<file path="src/rtl/a2d_sched_if.sv">
// SPI master handshake bundle between a2d_sched (master) and the generic SPI
// master block (slave): start pulse and transmit word out, completion and received word back.
interface a2d_sched_if;
  logic        wrt;
  logic [15:0] cmd;
  logic        done;
  logic [15:0] resp;

  modport master (output wrt, output cmd, input done, input resp);
  modport slave  (input wrt, input cmd, output done, output resp);
endinterface

</file>
<file path="src/rtl/a2d_sched.sv">
// A2D scan sequencer: each nxt rising edge runs a command+read SPI pair for the
// left, right and battery channels. Optional overrun reporting under A2D_OVRN_EN.
module a2d_sched #(
  parameter logic [2:0]  LFT_CHNL  = 3'd0,
  parameter logic [2:0]  RGHT_CHNL = 3'd4,
  parameter logic [2:0]  BATT_CHNL = 3'd5,
  parameter int unsigned GAP_CYC   = 4
) (
  input  logic          clk,
  input  logic          rst_n,
  input  logic          nxt_i,
  a2d_sched_if.master   spi,
  output logic [11:0]   lft_ld_o,
  output logic [11:0]   rght_ld_o,
  output logic [11:0]   batt_o,
  output logic          scan_vld_o,
  output logic          busy_o
`ifdef A2D_OVRN_EN
  ,
  input  logic          ovrn_clr_i,
  output logic          ovrn_o,
  output logic [7:0]    ovrn_cnt_o
`endif
);

  localparam int unsigned GW = (GAP_CYC > 1) ? $clog2(GAP_CYC) : 1;
  localparam logic [GW-1:0] GAP_LD = GW'(GAP_CYC - 1);

  typedef enum logic [2:0] {
    S_IDLE, S_CMD, S_WCMD, S_GAP1, S_RD, S_WRD, S_GAP2
  } state_e;

  state_e        state_q, state_d;
  logic [1:0]    idx_q, idx_d;
  logic [GW-1:0] gap_q, gap_d;
  logic [15:0]   cmd_q, cmd_d;
  logic          pending_q, pending_d;
  logic          busy_q, busy_d;
  logic          scan_vld_q, scan_vld_d;
  logic [11:0]   lft_q, lft_d, rght_q, rght_d, batt_q, batt_d;
  logic          nxt_q;
  logic          req;
  logic          drop;

  function automatic logic [15:0] cmd_word(input logic [1:0] idx);
    logic [2:0] chnl;
    case (idx)
      2'd1:    chnl = RGHT_CHNL;
      2'd2:    chnl = BATT_CHNL;
      default: chnl = LFT_CHNL;
    endcase
    return {2'b00, chnl, 11'h000};
  endfunction

  assign req = nxt_i & ~nxt_q;

  // NOTE: state registers use non-blocking assignments so every flop samples
  // pre-edge values regardless of process ordering.
  always_ff @(posedge clk or negedge rst_n) begin
    if (!rst_n) begin
      state_q    <= S_IDLE;
      idx_q      <= '0;
      gap_q      <= '0;
      cmd_q      <= '0;
      pending_q  <= 1'b0;
      busy_q     <= 1'b0;
      scan_vld_q <= 1'b0;
      lft_q      <= '0;
      rght_q     <= '0;
      batt_q     <= '0;
      nxt_q      <= 1'b0;
    end else begin
      state_q    <= state_d;
      idx_q      <= idx_d;
      gap_q      <= gap_d;
      cmd_q      <= cmd_d;
      pending_q  <= pending_d;
      busy_q     <= busy_d;
      scan_vld_q <= scan_vld_d;
      lft_q      <= lft_d;
      rght_q     <= rght_d;
      batt_q     <= batt_d;
      nxt_q      <= nxt_i;
    end
  end

  // NOTE: every variable gets a default before the case so no path leaves
  // one unassigned, which would otherwise infer a latch.
  always_comb begin
    state_d    = state_q;
    idx_d      = idx_q;
    gap_d      = gap_q;
    cmd_d      = cmd_q;
    pending_d  = pending_q;
    busy_d     = busy_q;
    scan_vld_d = 1'b0;
    lft_d      = lft_q;
    rght_d     = rght_q;
    batt_d     = batt_q;
    spi.wrt    = 1'b0;
    drop       = 1'b0;

    // Requests arriving mid-scan queue one deep; anything beyond is dropped.
    if (req && (state_q != S_IDLE)) begin
      if (pending_q) drop = 1'b1;
      else           pending_d = 1'b1;
    end

    case (state_q)
      S_IDLE: begin
        if (req || pending_q) begin
          state_d   = S_CMD;
          busy_d    = 1'b1;
          pending_d = 1'b0;
          idx_d     = 2'd0;
          cmd_d     = cmd_word(2'd0);
        end
      end
      S_CMD: begin
        spi.wrt = 1'b1;
        state_d = S_WCMD;
      end
      S_WCMD: begin
        if (spi.done) begin
          state_d = S_GAP1;
          gap_d   = GAP_LD;
        end
      end
      S_GAP1: begin
        if (gap_q == '0) state_d = S_RD;
        else             gap_d   = gap_q - GW'(1);
      end
      S_RD: begin
        spi.wrt = 1'b1;
        state_d = S_WRD;
      end
      S_WRD: begin
        if (spi.done) begin
          case (idx_q)
            2'd0:    lft_d  = spi.resp[11:0];
            2'd1:    rght_d = spi.resp[11:0];
            default: batt_d = spi.resp[11:0];
          endcase
          state_d = S_GAP2;
          gap_d   = GAP_LD;
        end
      end
      S_GAP2: begin
        if (gap_q != '0) begin
          gap_d = gap_q - GW'(1);
        end else if (idx_q == 2'd2) begin
          scan_vld_d = 1'b1;
          busy_d     = 1'b0;
          state_d    = S_IDLE;
        end else begin
          idx_d   = idx_q + 2'd1;
          cmd_d   = cmd_word(idx_q + 2'd1);
          state_d = S_CMD;
        end
      end
      default: state_d = S_IDLE;
    endcase
  end

  assign spi.cmd    = cmd_q;
  assign lft_ld_o   = lft_q;
  assign rght_ld_o  = rght_q;
  assign batt_o     = batt_q;
  assign scan_vld_o = scan_vld_q;
  assign busy_o     = busy_q;

  logic unused_resp_hi;
  assign unused_resp_hi = ^spi.resp[15:12];

`ifdef A2D_OVRN_EN
  logic       ovrn_q;
  logic [7:0] ovrn_cnt_q;

  always_ff @(posedge clk or negedge rst_n) begin
    if (!rst_n) begin
      ovrn_q     <= 1'b0;
      ovrn_cnt_q <= '0;
    end else if (ovrn_clr_i) begin
      ovrn_q     <= 1'b0;
      ovrn_cnt_q <= '0;
    end else if (drop) begin
      ovrn_q     <= 1'b1;
      ovrn_cnt_q <= (ovrn_cnt_q == 8'hFF) ? 8'hFF : ovrn_cnt_q + 8'd1;
    end
  end

  assign ovrn_o     = ovrn_q;
  assign ovrn_cnt_o = ovrn_cnt_q;
`else
  logic unused_drop;
  assign unused_drop = drop;
`endif

endmodule

</file>
<file path="src/flat_wrapper.sv">
// flat-port wrapper written by rule: the top's interface ports become plain ports
module a2d_sched_flat 
#(
  parameter logic [2:0]  LFT_CHNL  = 3'd0,
  parameter logic [2:0]  RGHT_CHNL = 3'd4,
  parameter logic [2:0]  BATT_CHNL = 3'd5,
  parameter int unsigned GAP_CYC   = 4
)
  (clk, rst_n, nxt_i, lft_ld_o, rght_ld_o, batt_o, scan_vld_o, busy_o, spi_wrt, spi_cmd, spi_done, spi_resp);
  a2d_sched_if spi_i ();
  input  logic clk;
  input  logic rst_n;
  input  logic nxt_i;
  output logic [11:0] lft_ld_o;
  output logic [11:0] rght_ld_o;
  output logic [11:0] batt_o;
  output logic scan_vld_o;
  output logic busy_o;
  output wire logic [$bits(spi_i.wrt)-1:0] spi_wrt;
  output wire logic [$bits(spi_i.cmd)-1:0] spi_cmd;
  input wire logic [$bits(spi_i.done)-1:0] spi_done;
  input wire logic [$bits(spi_i.resp)-1:0] spi_resp;
  assign spi_wrt = spi_i.wrt;
  assign spi_cmd = spi_i.cmd;
  assign spi_i.done = spi_done;
  assign spi_i.resp = spi_resp;
  a2d_sched #(.LFT_CHNL(LFT_CHNL), .RGHT_CHNL(RGHT_CHNL), .BATT_CHNL(BATT_CHNL), .GAP_CYC(GAP_CYC)) u_core (.clk(clk), .rst_n(rst_n), .nxt_i(nxt_i), .spi(spi_i), .lft_ld_o(lft_ld_o), .rght_ld_o(rght_ld_o), .batt_o(batt_o), .scan_vld_o(scan_vld_o), .busy_o(busy_o));
endmodule
</file>
<file path="config.mk">
export PLATFORM = sky130hd
export DESIGN_NAME = a2d_sched_flat
export DESIGN_NICKNAME = d
export VERILOG_FILES = /design/src/rtl/a2d_sched_if.sv /design/src/rtl/a2d_sched.sv /design/src/flat_wrapper.sv
export SDC_FILE = /design/constraint.sdc
export NUM_CORES = 1
export LEC_CHECK = 0
export BUFFER_PORTS_ARGS = -buffer_cell sky130_fd_sc_hd__buf_2
export CORE_MARGIN = 2
export CORE_UTILIZATION = 51
export DETAILED_ROUTE_END_ITERATION = 10
export PLACE_DENSITY = 0.8
export SETUP_SLACK_MARGIN = 0.4
export SYNTH_ARGS = -nofsm -noshare
export SYNTH_HDL_FRONTEND = slang
export SYNTH_SLANG_ARGS = --single-unit
</file>
<file path="constraint.sdc">
create_clock -name clk -period 1.85 [get_ports clk]
set_clock_uncertainty 0.15 [all_clocks]
set_input_delay 0.185 -clock clk [delete_from_list [all_inputs] [get_ports clk]]
set_output_delay 0.185 -clock clk [all_outputs]
set_load 0.05 [all_outputs]
</file>
==> metrics.txt <==
DR vias=1717; initial core utilization=52.2%; Post-synth EDFFs=0; dpl cells=roughly 280; most common flop cell mapped by yosys=dfrtp_1; fillers=290; setup TNS=0 ns; fin util=between 70 and 80%; crit-path max FO=6; final worst-path cycle share=87.6%; Worst-path clk slew=~0.090 ns; DR pass1 iterations=4; Hold Crit Start=spi_done; Worst EP arrival=~1.7 ns; Max Slew Vio Count=0; Placed Instance Area=about 2700 um^2; CTS tree=done; DIE WIDTH=72.8 um; number of CTS-inserted buffers=5; Yosys cell types=39; post-DP HPWL=slightly above 3000 um; DR DRC count=0; Hold Path Stages=3; die height=72.8 um; Hold Path End=u_core.gap_q[1]; Storage cell area=~1200 um^2; Place WS=around 0.17 ns; vias in the first global route=1562; drt wl/cell=~16 um; Multi-input gate area=1270 um^2; Startpoint Class=flip-flop; Worst IR Drop VDD=0.708 mV; Vias/cell=5.20; Layout Nets=300; Synth warnings=0; top cells by area, synth=dfrtp_1, mux2_4, buf_4; Leak=1.77 nW; largest family of logic cells by synthesized area=multiplexers; Clock Sinks=a little under 50; PwrDens=1720 nW/um^2; Synth Cell Area=between 2000 and 2500 um^2; register area share after synthesis=50.8%; share of cells above drive strength 1=between 50% and 60%; # H-tree levels=2; total global-route track usage=between 10% and 20%; status=complete, no violations; post-route cell area=between 3000 and 4000 um^2; f_max=about 620 MHz; max cap viols=0; CTS root buffer=clkbuf_8; GPL Wtd Cong=0.776; total I/O pin count=75; Hold Slack=0.0817 ns; nature of the critical path endpoint=flip-flop; mux contribution to synthesized area=between 20% and 30%; Post-Synth XOR/XNOR Area=1.09%; grt ovf=0; Post-synth ARST share=between 90% and 100%; adder-cell area share of the yosys netlist=around 2.6%; Routed Antenna Nets=0; Die ar.=5300 um^2; total power=just under 6 mW; Antenna diodes=0; Tmin final=between 1.5 and 2 ns; # rows=25; port buffer count=56; worst r2r path cells=4; Crit Path Class=reg2reg; FF-to-FF setup slack=between 0.2 and 0.25 ns; Critical Path RT=about 1.9 ns; cell count after synthesis=around 180; final hold violation count=0; RSZ-0062 raised after global routing=yes; Max Root-Sink Buffers=2; drt initial violations=67; R2R Path Start=u_core.state_q[1]; final setup margin=around 0.23 ns; Mean Syn Cell Area=between 10 and 15 um^2; Total Wirelength=approximately 5200 um; worst hold path class=in2reg; Synth top area share=50.8%; pin count of the biggest net entering global routing=22; Final setup viols=0; initial antenna violation count=0; Simple-Gate Fraction of Synth Area=between 6 and 7%; post-synthesis cell type with the largest combined area=dfrtp_1; first-pass GRT wire length=7530 um; Area growth syn-to-layout=39.6%; worst skew pair latency=between 0.3 and 0.4 ns; core area=approximately 4600 um^2; Yosys reg bits=about 50; final std cells w/o fill=between 300 and 400; worst flop-to-flop path endpoint=u_core.batt_o[1]; Compound-Gate Fraction of Synth Area=7.41%
==> worst max-delay path, stage by stage, from the launching register on <==
cell,delay (ns)
dfrtp_1,0.41
and4b_4,0.41
buf_12,0.14
nand2_8,0.08
mux2_4,0.31
==> sequential cells by signal, indices dropped and copies added (netlist names) <==
| name | count |
|---|---|
| u_core.rght_ld_o | 12 |
| u_core.lft_ld_o | 12 |
| u_core.state_q | 3 |
| u_core.pending_q | 1 |
| u_core.nxt_q | 1 |
| u_core.spi.cmd | 2 |
| u_core.busy_o | 1 |
| u_core.scan_vld_o | 1 |
| u_core.gap_q | 2 |
| u_core.idx_q | 2 |
| u_core.batt_o | 12 |
==> worst max path at each step <==
| stage | start | endpoint | slack [ns] | depth (start not counted) |
|---|---|---|---|---|
| floorplan | u_core.state_q[1] | u_core.batt_o[10] | 0.29 | 4 |
| global placement | u_core.idx_q[1] | u_core.batt_o[11] | 0.23 | 5 |
| detailed placement | u_core.idx_q[1] | u_core.batt_o[11] | 0.17 | 5 |
| CTS | u_core.state_q[2] | spi_wrt | 0.24 | 4 |
| global route | u_core.state_q[2] | spi_wrt | 0.20 | 4 |
| finish | u_core.state_q[1] | u_core.batt_o[1] | 0.23 | 4 |
==> synth_stat cells, types with 2 or more instances <==
cell      n
dfrtp_1  49
mux2_4   30
buf_4    16
inv_1    11
mux2_2    6
nor2_1    6
o21ai_0   6
ha_1      5
a22oi_1   4
o32ai_1   4
buf_6     3
mux2i_1   3
nand2_4   3
nor2b_1   3
a31oi_1   2
buf_2     2
nand2_1   2
xnor2_1   2
==> cell usage in the layout (no fill, tap or decap), types with 2 or more instances in the layout <==
cell / instances
buf_4: 18
nor2b_1: 2
buf_2: 55
conb_1: 14
a22oi_1: 2
clkinvlp_4: 2
ha_4: 4
nor2_1: 4
buf_6: 6
nor2_4: 2
dfrtp_2: 2
buf_12: 2
inv_1: 7
inv_2: 3
clkbuf_8: 5
o21ai_0: 4
o32ai_2: 4
mux2i_1: 3
dfrtp_1: 47
o21ai_1: 2
mux2_4: 30
mux2_2: 6
a31oi_1: 2
a22oi_2: 2
dlygate4sd3_1: 14
nand2_8: 6
==> where the power goes <==
group          switching (mW)  internal, mW
sequential              0.241          1.44
clock                   0.362         0.267
combinational            2.13          1.37
==> final cells by class <==
class | count | area share, %
timing repair buffer | 96 | 20.0
inverter | 11 | 1.30
clock buffer | 6 | 2.15
clock inverter | 2 | 0.445
multi-input combinational | 112 | 37.7
sequential | 49 | 36.4
tap | 54 | 2.00
==> cells by family after synthesis <==
kind of cell | after synthesis
DFF | 49
muxes | 39
buffers and inverters | 33
AOI/OAI and AO/OA | 25
and+or+nand+nor | 23
adders and majority gates | 5
xor gates and xnor gates | 3
other | 1
==> repair_timing <==
item | CTS | global route
setup endpoints to repair | 44 | 46
pin swaps | 7 | 8
resized for setup | 30 | 14
hold buffers | 14 | 0
setup buffers | 10 | 11
hold endpoints to repair | 47 | 0
gates cloned | 1 | 2
==> layer usage <==
layer  wire [um]  track usage, %  vias up
li1            -               -      795
met5           0               0        -
met1        2260            23.3      857
met4          38            5.56        0
met3         274            5.25        5
met2        2640            31.8       60
No activity file was read; power rests on OpenSTA's default activity.
